**config.mk**
```make
export PLATFORM = sky130hd
export DESIGN_NAME = cordic_hyp_rot_seq
export DESIGN_NICKNAME = d
export VERILOG_FILES = /design/src/rtl/cordic_hyp_pkg.sv /design/src/rtl/cordic_hyp_stage.sv /design/src/rtl/cordic_hyp_rot_seq.sv
export SDC_FILE = /design/constraint.sdc
export NUM_CORES = 1
export LEC_CHECK = 0
export ABC_AREA = 1
export CORE_AREA = 3 3 187 262
export CTS_CLUSTER_DIAMETER = 30
export CTS_CLUSTER_SIZE = 12
export DETAILED_ROUTE_END_ITERATION = 10
export DIE_AREA = 0 0 190 265
export PLACE_DENSITY = 0.39
export SYNTH_ARGS = -nofsm -noshare
export SYNTH_HDL_FRONTEND = slang
export SYNTH_SLANG_ARGS = --single-unit
```
**constraint.sdc**
```tcl
create_clock -name clk -period 7.32 [get_ports clk]
set_input_delay 1.098 -clock clk [delete_from_list [all_inputs] [get_ports clk]]
set_output_delay 1.098 -clock clk [all_outputs]
set_load 0.03 [all_outputs]
```
**src/rtl/cordic_hyp_pkg.sv**
```systemverilog
// Shared constants for the hyperbolic CORDIC rotation block: datapath format,
// gain-compensation seed, iteration shift schedule and atanh angle table.
package cordic_hyp_pkg;

    localparam int DW      = 22;   // datapath width, signed Q2.20
    localparam int FRAC    = 20;   // datapath fraction bits
    localparam int OUT_W   = 16;   // I/O width, signed Q2.14
    localparam int IN_FRAC = 14;   // I/O fraction bits

    // 1/Kh for the schedule below (repeats at 4 and 13), about 1.207497
    localparam logic signed [DW-1:0] INV_KH = 22'sh1351E3;

    // Counter value parked in while no computation is running
    localparam logic [3:0] CNT_IDLE = 4'hF;

    typedef enum logic [1:0] {
        S_IDLE,
        S_RUN,
        S_FINISH
    } state_t;

    // Shift amount used at iteration cnt; 4 and 13 repeat for convergence
    function automatic logic [3:0] shift_sched(input logic [3:0] cnt);
        logic [3:0] s;
        case (cnt)
            4'd0:    s = 4'd1;
            4'd1:    s = 4'd2;
            4'd2:    s = 4'd3;
            4'd3:    s = 4'd4;
            4'd4:    s = 4'd4;
            4'd5:    s = 4'd5;
            4'd6:    s = 4'd6;
            4'd7:    s = 4'd7;
            4'd8:    s = 4'd8;
            4'd9:    s = 4'd9;
            4'd10:   s = 4'd10;
            4'd11:   s = 4'd11;
            4'd12:   s = 4'd12;
            4'd13:   s = 4'd13;
            4'd14:   s = 4'd13;
            default: s = 4'd14;
        endcase
        return s;
    endfunction

    // atanh(2^-i) in Q2.20, rounded to nearest
    function automatic logic signed [DW-1:0] atanh_tab(input logic [3:0] i);
        logic signed [DW-1:0] a;
        case (i)
            4'd1:    a = 22'sd575989;
            4'd2:    a = 22'sd267820;
            4'd3:    a = 22'sd131761;
            4'd4:    a = 22'sd65622;
            4'd5:    a = 22'sd32779;
            4'd6:    a = 22'sd16385;
            4'd7:    a = 22'sd8192;
            4'd8:    a = 22'sd4096;
            4'd9:    a = 22'sd2048;
            4'd10:   a = 22'sd1024;
            4'd11:   a = 22'sd512;
            4'd12:   a = 22'sd256;
            4'd13:   a = 22'sd128;
            4'd14:   a = 22'sd64;
            default: a = 22'sd0;
        endcase
        return a;
    endfunction

endpackage

```
**src/rtl/cordic_hyp_stage.sv**
```systemverilog
// One hyperbolic CORDIC rotation micro-rotation: direction chosen from the
// sign of the residual angle, all three updates from pre-iteration values.
module cordic_hyp_stage
    import cordic_hyp_pkg::*;
(
    input  logic signed [DW-1:0] x,
    input  logic signed [DW-1:0] y,
    input  logic signed [DW-1:0] z,
    input  logic        [3:0]    shift,
    input  logic signed [DW-1:0] angle,
    output logic signed [DW-1:0] x_nx,
    output logic signed [DW-1:0] y_nx,
    output logic signed [DW-1:0] z_nx
);

    logic signed [DW-1:0] xs;
    logic signed [DW-1:0] ys;

    assign xs = x >>> shift;
    assign ys = y >>> shift;

    // Rotate toward zero residual angle
    always_comb begin
        if (!z[DW-1]) begin
            x_nx = x + ys;
            y_nx = y + xs;
            z_nx = z - angle;
        end else begin
            x_nx = x - ys;
            y_nx = y - xs;
            z_nx = z + angle;
        end
    end

endmodule

```
**src/rtl/cordic_hyp_rot_seq.sv**
```systemverilog
// Sequential hyperbolic CORDIC in rotation mode: one micro-rotation per clock,
// producing cosh(z) and sinh(z) in Q2.14 seventeen cycles after start.
module cordic_hyp_rot_seq
    import cordic_hyp_pkg::*;
(
    input  logic             clk,
    input  logic             rstx,
    input  logic             start,
    input  logic [OUT_W-1:0] din,
    output logic             busy,
    output logic             done,
    output logic [OUT_W-1:0] cosh_out,
    output logic [OUT_W-1:0] sinh_out
);

    localparam int SH = FRAC - IN_FRAC;
    localparam logic signed [OUT_W-1:0] DIN_MAX = 16'sh4000;
    localparam logic signed [OUT_W-1:0] DIN_MIN = 16'shC000;

    state_t               state_q, state_nx;
    logic [3:0]           cnt_q, cnt_nx;
    logic signed [DW-1:0] x_q, y_q, z_q;
    logic signed [DW-1:0] x_nx, y_nx, z_nx;
    logic signed [DW-1:0] x_it, y_it, z_it;
    logic [OUT_W-1:0]     cosh_nx, sinh_nx;
    logic                 done_nx;
    logic [3:0]           shift;

    // Restrict the input angle to |z| <= 1.0 where the iteration converges
    function automatic logic signed [OUT_W-1:0] clamp_din(input logic signed [OUT_W-1:0] d);
        if (d > DIN_MAX) return DIN_MAX;
        if (d < DIN_MIN) return DIN_MIN;
        return d;
    endfunction

    // Q2.20 -> Q2.14, round half up; the clamped range cannot overflow
    function automatic logic [OUT_W-1:0] round_out(input logic signed [DW-1:0] v);
        return v[DW-1:SH] + {{(OUT_W-1){1'b0}}, v[SH-1]};
    endfunction

    assign shift = shift_sched(cnt_q);
    assign busy  = (state_q != S_IDLE);

    cordic_hyp_stage u_stage (
        .x     (x_q),
        .y     (y_q),
        .z     (z_q),
        .shift (shift),
        .angle (atanh_tab(shift)),
        .x_nx  (x_it),
        .y_nx  (y_it),
        .z_nx  (z_it)
    );

    // Next-state, iteration and output-capture decisions; start always wins
    always_comb begin
        state_nx = state_q;
        cnt_nx   = cnt_q;
        x_nx     = x_q;
        y_nx     = y_q;
        z_nx     = z_q;
        cosh_nx  = cosh_out;
        sinh_nx  = sinh_out;
        done_nx  = 1'b0;
        if (start) begin
            state_nx = S_RUN;
            cnt_nx   = 4'd0;
            x_nx     = INV_KH;
            y_nx     = '0;
            z_nx     = {clamp_din($signed(din)), {SH{1'b0}}};
        end else begin
            case (state_q)
                S_RUN: begin
                    x_nx = x_it;
                    y_nx = y_it;
                    z_nx = z_it;
                    if (cnt_q == 4'd15) begin
                        state_nx = S_FINISH;
                        cnt_nx   = CNT_IDLE;
                    end else begin
                        cnt_nx = cnt_q + 4'd1;
                    end
                end
                S_FINISH: begin
                    cosh_nx  = round_out(x_q);
                    sinh_nx  = round_out(y_q);
                    done_nx  = 1'b1;
                    state_nx = S_IDLE;
                    cnt_nx   = CNT_IDLE;
                end
                default: begin
                    state_nx = S_IDLE;
                    cnt_nx   = CNT_IDLE;
                end
            endcase
        end
    end

    // State, datapath and output registers with synchronous active-low reset
    always_ff @(posedge clk) begin
        if (!rstx) begin
            state_q  <= S_IDLE;
            cnt_q    <= CNT_IDLE;
            x_q      <= '0;
            y_q      <= '0;
            z_q      <= '0;
            cosh_out <= '0;
            sinh_out <= '0;
            done     <= 1'b0;
        end else begin
            state_q  <= state_nx;
            cnt_q    <= cnt_nx;
            x_q      <= x_nx;
            y_q      <= y_nx;
            z_q      <= z_nx;
            cosh_out <= cosh_nx;
            sinh_out <= sinh_nx;
            done     <= done_nx;
        end
    end

endmodule

```
Word level (Yosys, flattened, before mapping)
Memories as Yosys holds them, arrays and structs flattened. A register that Yosys moved wholly into a read port is not among the register bits. Index checks and enable logic that the tools add are counted. Widths: inputs -> output; s select.

Add/subtract/negate cells: 9. $lt $le $gt $ge: 2. Equal/unequal tests: 4. Shifts and indexed selects: 2. Multiplexer cells: 24. Bitwise logic cells: 3. Reduce and logical (&&, ||, !) cells: 5.

Operators with widths (count): $mux 22 (5); $add 22x22->22 (3); $sub 22x22->22 (3); $mux 16 (4); $sshr 22x4->22 (2); $mux 21 (2); $add 16x1->16 (2); $gt 16x16->1 const B (1); $lt 16x15->1 const B (1); $mux 4 (4); $mux 1 (9); $add 4x1->4 const B (1); $eq 4x4->1 const B (1); $reduce_bool 2->1 (2); $ne 3x3->1 const B (1); $not 1->1 (3); $reduce_or 3->1 (1); $eq 2x1->1 const B (1); $eq 2x2->1 const B (1); $reduce_and 2->1 (1); $reduce_or 2->1 (1).

Bits in registers: 105. Memory bits (read-only): 384. Bits of input ports: 19. Memories: 2.

Memory list: (name not given) (depth 16, width 20, read ports 1, clocked after memory_dff 0, wr ports 0, RTL line cordic_hyp_pkg.sv:49) `case (i)`; (name not given) (depth 16, width 4, read ports 1, clocked after memory_dff 1, wr ports 0, RTL line cordic_hyp_pkg.sv:25) `case (cnt)`.

Depth between registers and ports, before layout
Depth in word-level cells: 8. Depth in mapped cells: 31. Mapped depth without buffers: 29.

Hierarchy
From an unflattened synthesis, not the netlist that was laid out.

Cell total of the unflattened synthesis: 1911. Area, all modules: 11657.4 µm².

Modules (own cells, without submodules): cordic_hyp_stage (instances 1, cells an instance 1186, area each 6552.5 µm², seq. area each 0.0 µm²); cordic_hyp_rot_seq (instances 1, cells an instance 725, area each 5104.9 µm², seq. area each 2182.1 µm²).

Least setup slack after synthesis
OpenSTA, ideal clock, no wires.

Path kind: register -> register. Start point: register shift[1] (netlist name). End point: register z_q[18]. Library setup time: 0.115 ns. Data arrival time: 3.561 ns. Data required time: 7.205 ns. Path slack: 3.644 ns. Cell stages (with the launch flop): 23. Path through: dfxtp_1 -> buf_6 -> inv_4 -> buf_12 -> buf_6 -> ha_1 -> a21oi_2 -> ha_1 -> nand3_1 -> o21ai_0 -> xor2_1 -> inv_1 -> ha_1 -> nand2_1 -> o21ai_0 -> a21oi_1 -> inv_1 -> a21boi_0 -> o21ai_0 -> a21oi_1 -> xor2_1 -> nor2_1 -> o21a_1.

Cells in the longest elaborated chain, start to end: 5. Elaborated cells on any way between the ends: 6. Classes of those cells: 2 x add/sub; 3 x mux; 1 x memory.

RTL lines: $mem_v2 16x20 (*); $sub 22x22->22 or $add 22x22->22 (tied branches) (RTL line cordic_hyp_stage.sv:27, cordic_hyp_stage.sv:31); $mux 22 (*) (RTL line cordic_hyp_stage.sv:24) `if (!z[DW-1]) begin`; $mux 22 (*) (RTL line cordic_hyp_rot_seq.sv:72) `case (state_q)`; $mux 22 (*) (RTL line cordic_hyp_rot_seq.sv:65) `if (start) begin`; end signal: assignment (RTL line cordic_hyp_rot_seq.sv:115) `z_q <= z_nx;`; end: declaration (RTL line cordic_hyp_rot_seq.sv:22) `logic signed [DW-1:0] x_q, y_q, z_q;`.

Every way passes the cells marked *; elsewhere a longest branch is shown, timed or not. The select of a mux whose other input is x is not followed. A chain may end at the register's enable or synchronous reset.

Worst setup path after layout
Start point: register shift[0] (netlist name). End point: register y_q[17].

Cells in the longest elaborated chain, start to end: 3. Elaborated cells on any way between the ends: 4. Classes of those cells: 2 x add/sub; 1 x shift; 1 x mux.

RTL lines: $sshr 22x4->22 (*) (RTL line cordic_hyp_stage.sv:19) `assign xs = x >>> shift;`; $add 22x22->22 or $sub 22x22->22 (tied branches) (RTL line cordic_hyp_stage.sv:26, cordic_hyp_stage.sv:30); $mux 22 (*) (RTL line cordic_hyp_stage.sv:24); end signal: assignment (RTL line cordic_hyp_rot_seq.sv:114) `y_q <= y_nx;`; end: declaration (RTL line cordic_hyp_rot_seq.sv:22).

Every way passes the cells marked *; elsewhere a longest branch is shown, timed or not.

==> results.ini <==
[final_layout]
layout-drive-gt1-share = 0.0725
fin_cells = 2486
area_delta_synth_final_pct = 11.0
n_antenna_cell = 0
finalNetCount = 1961

[synthesis]
ys_seq_elements = 109
synth_fp_nets = 1956
synth.largest_area_cell = dfxtp_1
synth_edf_count = 0
synthTopCellsByArea = dfxtp_1 19%, nand2_1 13%, ha_1 8.8%
avgSynthCellArea_um2 = 6.28
synth_flop_cell = dfxtp_1
syn_inst = 1852
synth_top_area_share = 0.188
yosysUniqueCellTypes = 55
ys.warnings.count = 0
postSynth.asyncResetShare = 0
synth-seq-area-share = 0.188
syn-cell-area_mm2 = 0.0116

[grt]
first_global_vias = 11600
grt-ovfl-total = 0
grt_pass1_wl_um = 65000
antenna_found_initial = 0
grt_use_total = 0.165
grt_max_degree = 59

[clocking]
postCtsHoldBufs = 0
postCtsSetupBuffers = 0
cts_tree = yes
clk_pin_slew_ns = 0.08
cts_resized = 0
cts_made_buffers = 9
cts-root-buf = clkbuf_16
clkSinkCount = 109
clk-insertion-delay-late_ns = 0.40
cts_max_level = 3
clock_path_buffers = 2

[route]
dr.pass1.iters = 5
vias = 11700
wirelength_um = 41600
route.detailed.drc = 0
via_per_inst = 4.71
wl_per_cell_um = 16.7
ant_nets = 0
drt_iter0_markers = 696

[floorplan]
dieArea_mm2 = 0.0504
pin_count = 53
start_util = 0.248
die_w_um = 190
die_h_um = 265
rows = 94
core_mm2 = 0.0469

[worst_hold_path]
min_path_type = register to register
min_path_cells = 2

[run]
maxCapViolations = 0

[timing]
clock_skew_ns = 0.0127
worstMarginPinSlew_ns = 1.06
grt_setup_unrepaired = no
max_freq_ghz = 0.182
setup_viol = 0
timing_hold_violations_final = 0
final.setup.tns_ns = 0
period_minus_slack_ns = 5.48
slew_violations = 0
final.period_utilization = 0.749
relSlewSlack = 0.297
setup_ws_ns = 1.84

[setup_path]
crit_path_top_delay_cell = dfxtp_2
reg2regPathDepth = 25
path_class = register to register
arrival_ns = 5.78
cp-start-kind = register
end_kind = register
cp_common_cell = nand2_1
rrSetupSlack_ns = 1.84
required_ns = 7.62
crit_fanout = 58
slowest_delay_ns = 1.03

[placement]
io_buffers = 52
dp_hpwl_um = 32000
place_ws_ns = 1.91
routabilityCongestion = 0.859
dp_cells = 2470

[power]
power_mw = 2.90
powerDensity_mw_per_mm2 = 225
leakagePower_nw = 6.24
peakVddDrop_mv = 0.127

[run_status]
status = finished, final reports clean

==> registers in the layout, indices dropped and copies added (netlist names) <==
name / count
cosh_out: 16
state_q: 2
z_q: 22
cnt_q: 4
y_q: 22
shift: 4
done: 1
x_q: 22
sinh_out: 16
==> logic make-up after synthesis <==
logic type      synth area share
fa+ha+maj                 0.0933
flops                      0.188
compound gates             0.178
buf+inv                    0.110
simple gates               0.341
xor+xnor                  0.0903
==> worst max-delay path: cells and delay by family (launching register included) <==
| family | cells | cell delay (ns) |
|---|---|---|
| and+or+nand+nor | 12 | 1.61 |
| AOI/OAI and AO/OA | 6 | 1.19 |
| DFF | 1 | 1.03 |
| buffers and inverters | 4 | 0.80 |
| adders and majority gates | 2 | 0.55 |
| xor gates and xnor gates | 1 | 0.15 |
==> path summary, 6_finish.rpt <==
path,start,endpoint
hold reg to reg,z_q[10],z_q[10]
setup / recovery,shift[0],y_q[17]
hold / removal,z_q[10],z_q[10]
setup reg to reg,shift[0],y_q[17]
==> area by class of cell <==
| cell class | count | area, µm² |
|---|---|---|
| clock buffer | 12 | 256 |
| clock inverter | 4 | 32.5 |
| fill | 5289 | 34000 |
| inverter | 217 | 817 |
| multi-input combinational | 1450 | 8190 |
| sequential | 109 | 2180 |
| tap | 624 | 781 |
| timing repair buffer | 70 | 651 |
==> power by group <==
| group | total, mW | leakage, nW | switching (mW) | internal (mW) |
|---|---|---|---|---|
| combinational | 1.67 | 5.21 | 1.07 | 0.597 |
| sequential | 0.717 | 0.891 | 0.0848 | 0.632 |
| clock | 0.516 | 0.135 | 0.265 | 0.251 |
==> synth_stat cells, types with 3 or more instances <==
cell	n
nand4_1	16
o211ai_1	19
nor3_1	17
nand2_2	25
inv_2	9
buf_4	7
buf_6	10
a211oi_1	7
a21oi_1	121
ha_1	82
buf_12	3
a21oi_2	5
o21ai_0	126
a31oi_1	7
nor3_2	3
dfxtp_1	109
nand2_4	4
o21a_1	8
fa_1	3
nor2_2	13
buf_1	4
xor2_1	74
buf_2	18
o22ai_1	8
xnor2_1	46
o221ai_1	12
o21bai_1	7
o21ai_1	9
nor4_1	5
nand3_1	174
nand2_1	401
nor2_1	196
o31ai_1	3
clkbuf_1	34
nand3b_1	4
a21o_1	5
a21boi_0	3
nand3_2	23
a221oi_1	3
o21ai_2	3
inv_1	205
or2_2	4
==> layout by cell type (no fill, tap or decap), types with 8 or more instances in the layout <==
cell type          n
o211ai_1          19
buf_4             18
xor2_1            74
inv_2             10
ha_1              82
a21oi_1          121
nor2_1           195
o21ai_0          126
nor3_1            16
o21a_1             8
o22ai_1            8
nand2_1          401
inv_1            205
dfxtp_1          108
nand4_1           16
o21ai_1            9
clkdlybuf4s50_1   51
nand3_2           23
nand3_1          174
nor2_2            13
o221ai_1          12
clkbuf_16          9
nand2_2           25
xnor2_1           46
==> per-stage QoR <==
stage	utilization	instance area [µm²]	hold slack, ns
final	0.275	12900	0.481
after global routing	0.275	12900	0.501
after CTS	0.275	12900	0.481
after detailed placement	0.269	12600	0.469
after global placement	0.269	12600	0.463
after floorplan	-	11600	0.450
==> metal layers <==
metal,track usage,vias up,wire (µm)
met5,0,-,0
met4,0.0580,0,1130
met3,0.0242,49,1390
met2,0.304,194,21400
met1,0.194,5344,17700
li1,-,6116,-
No activity file was read; power rests on OpenSTA's default activity.
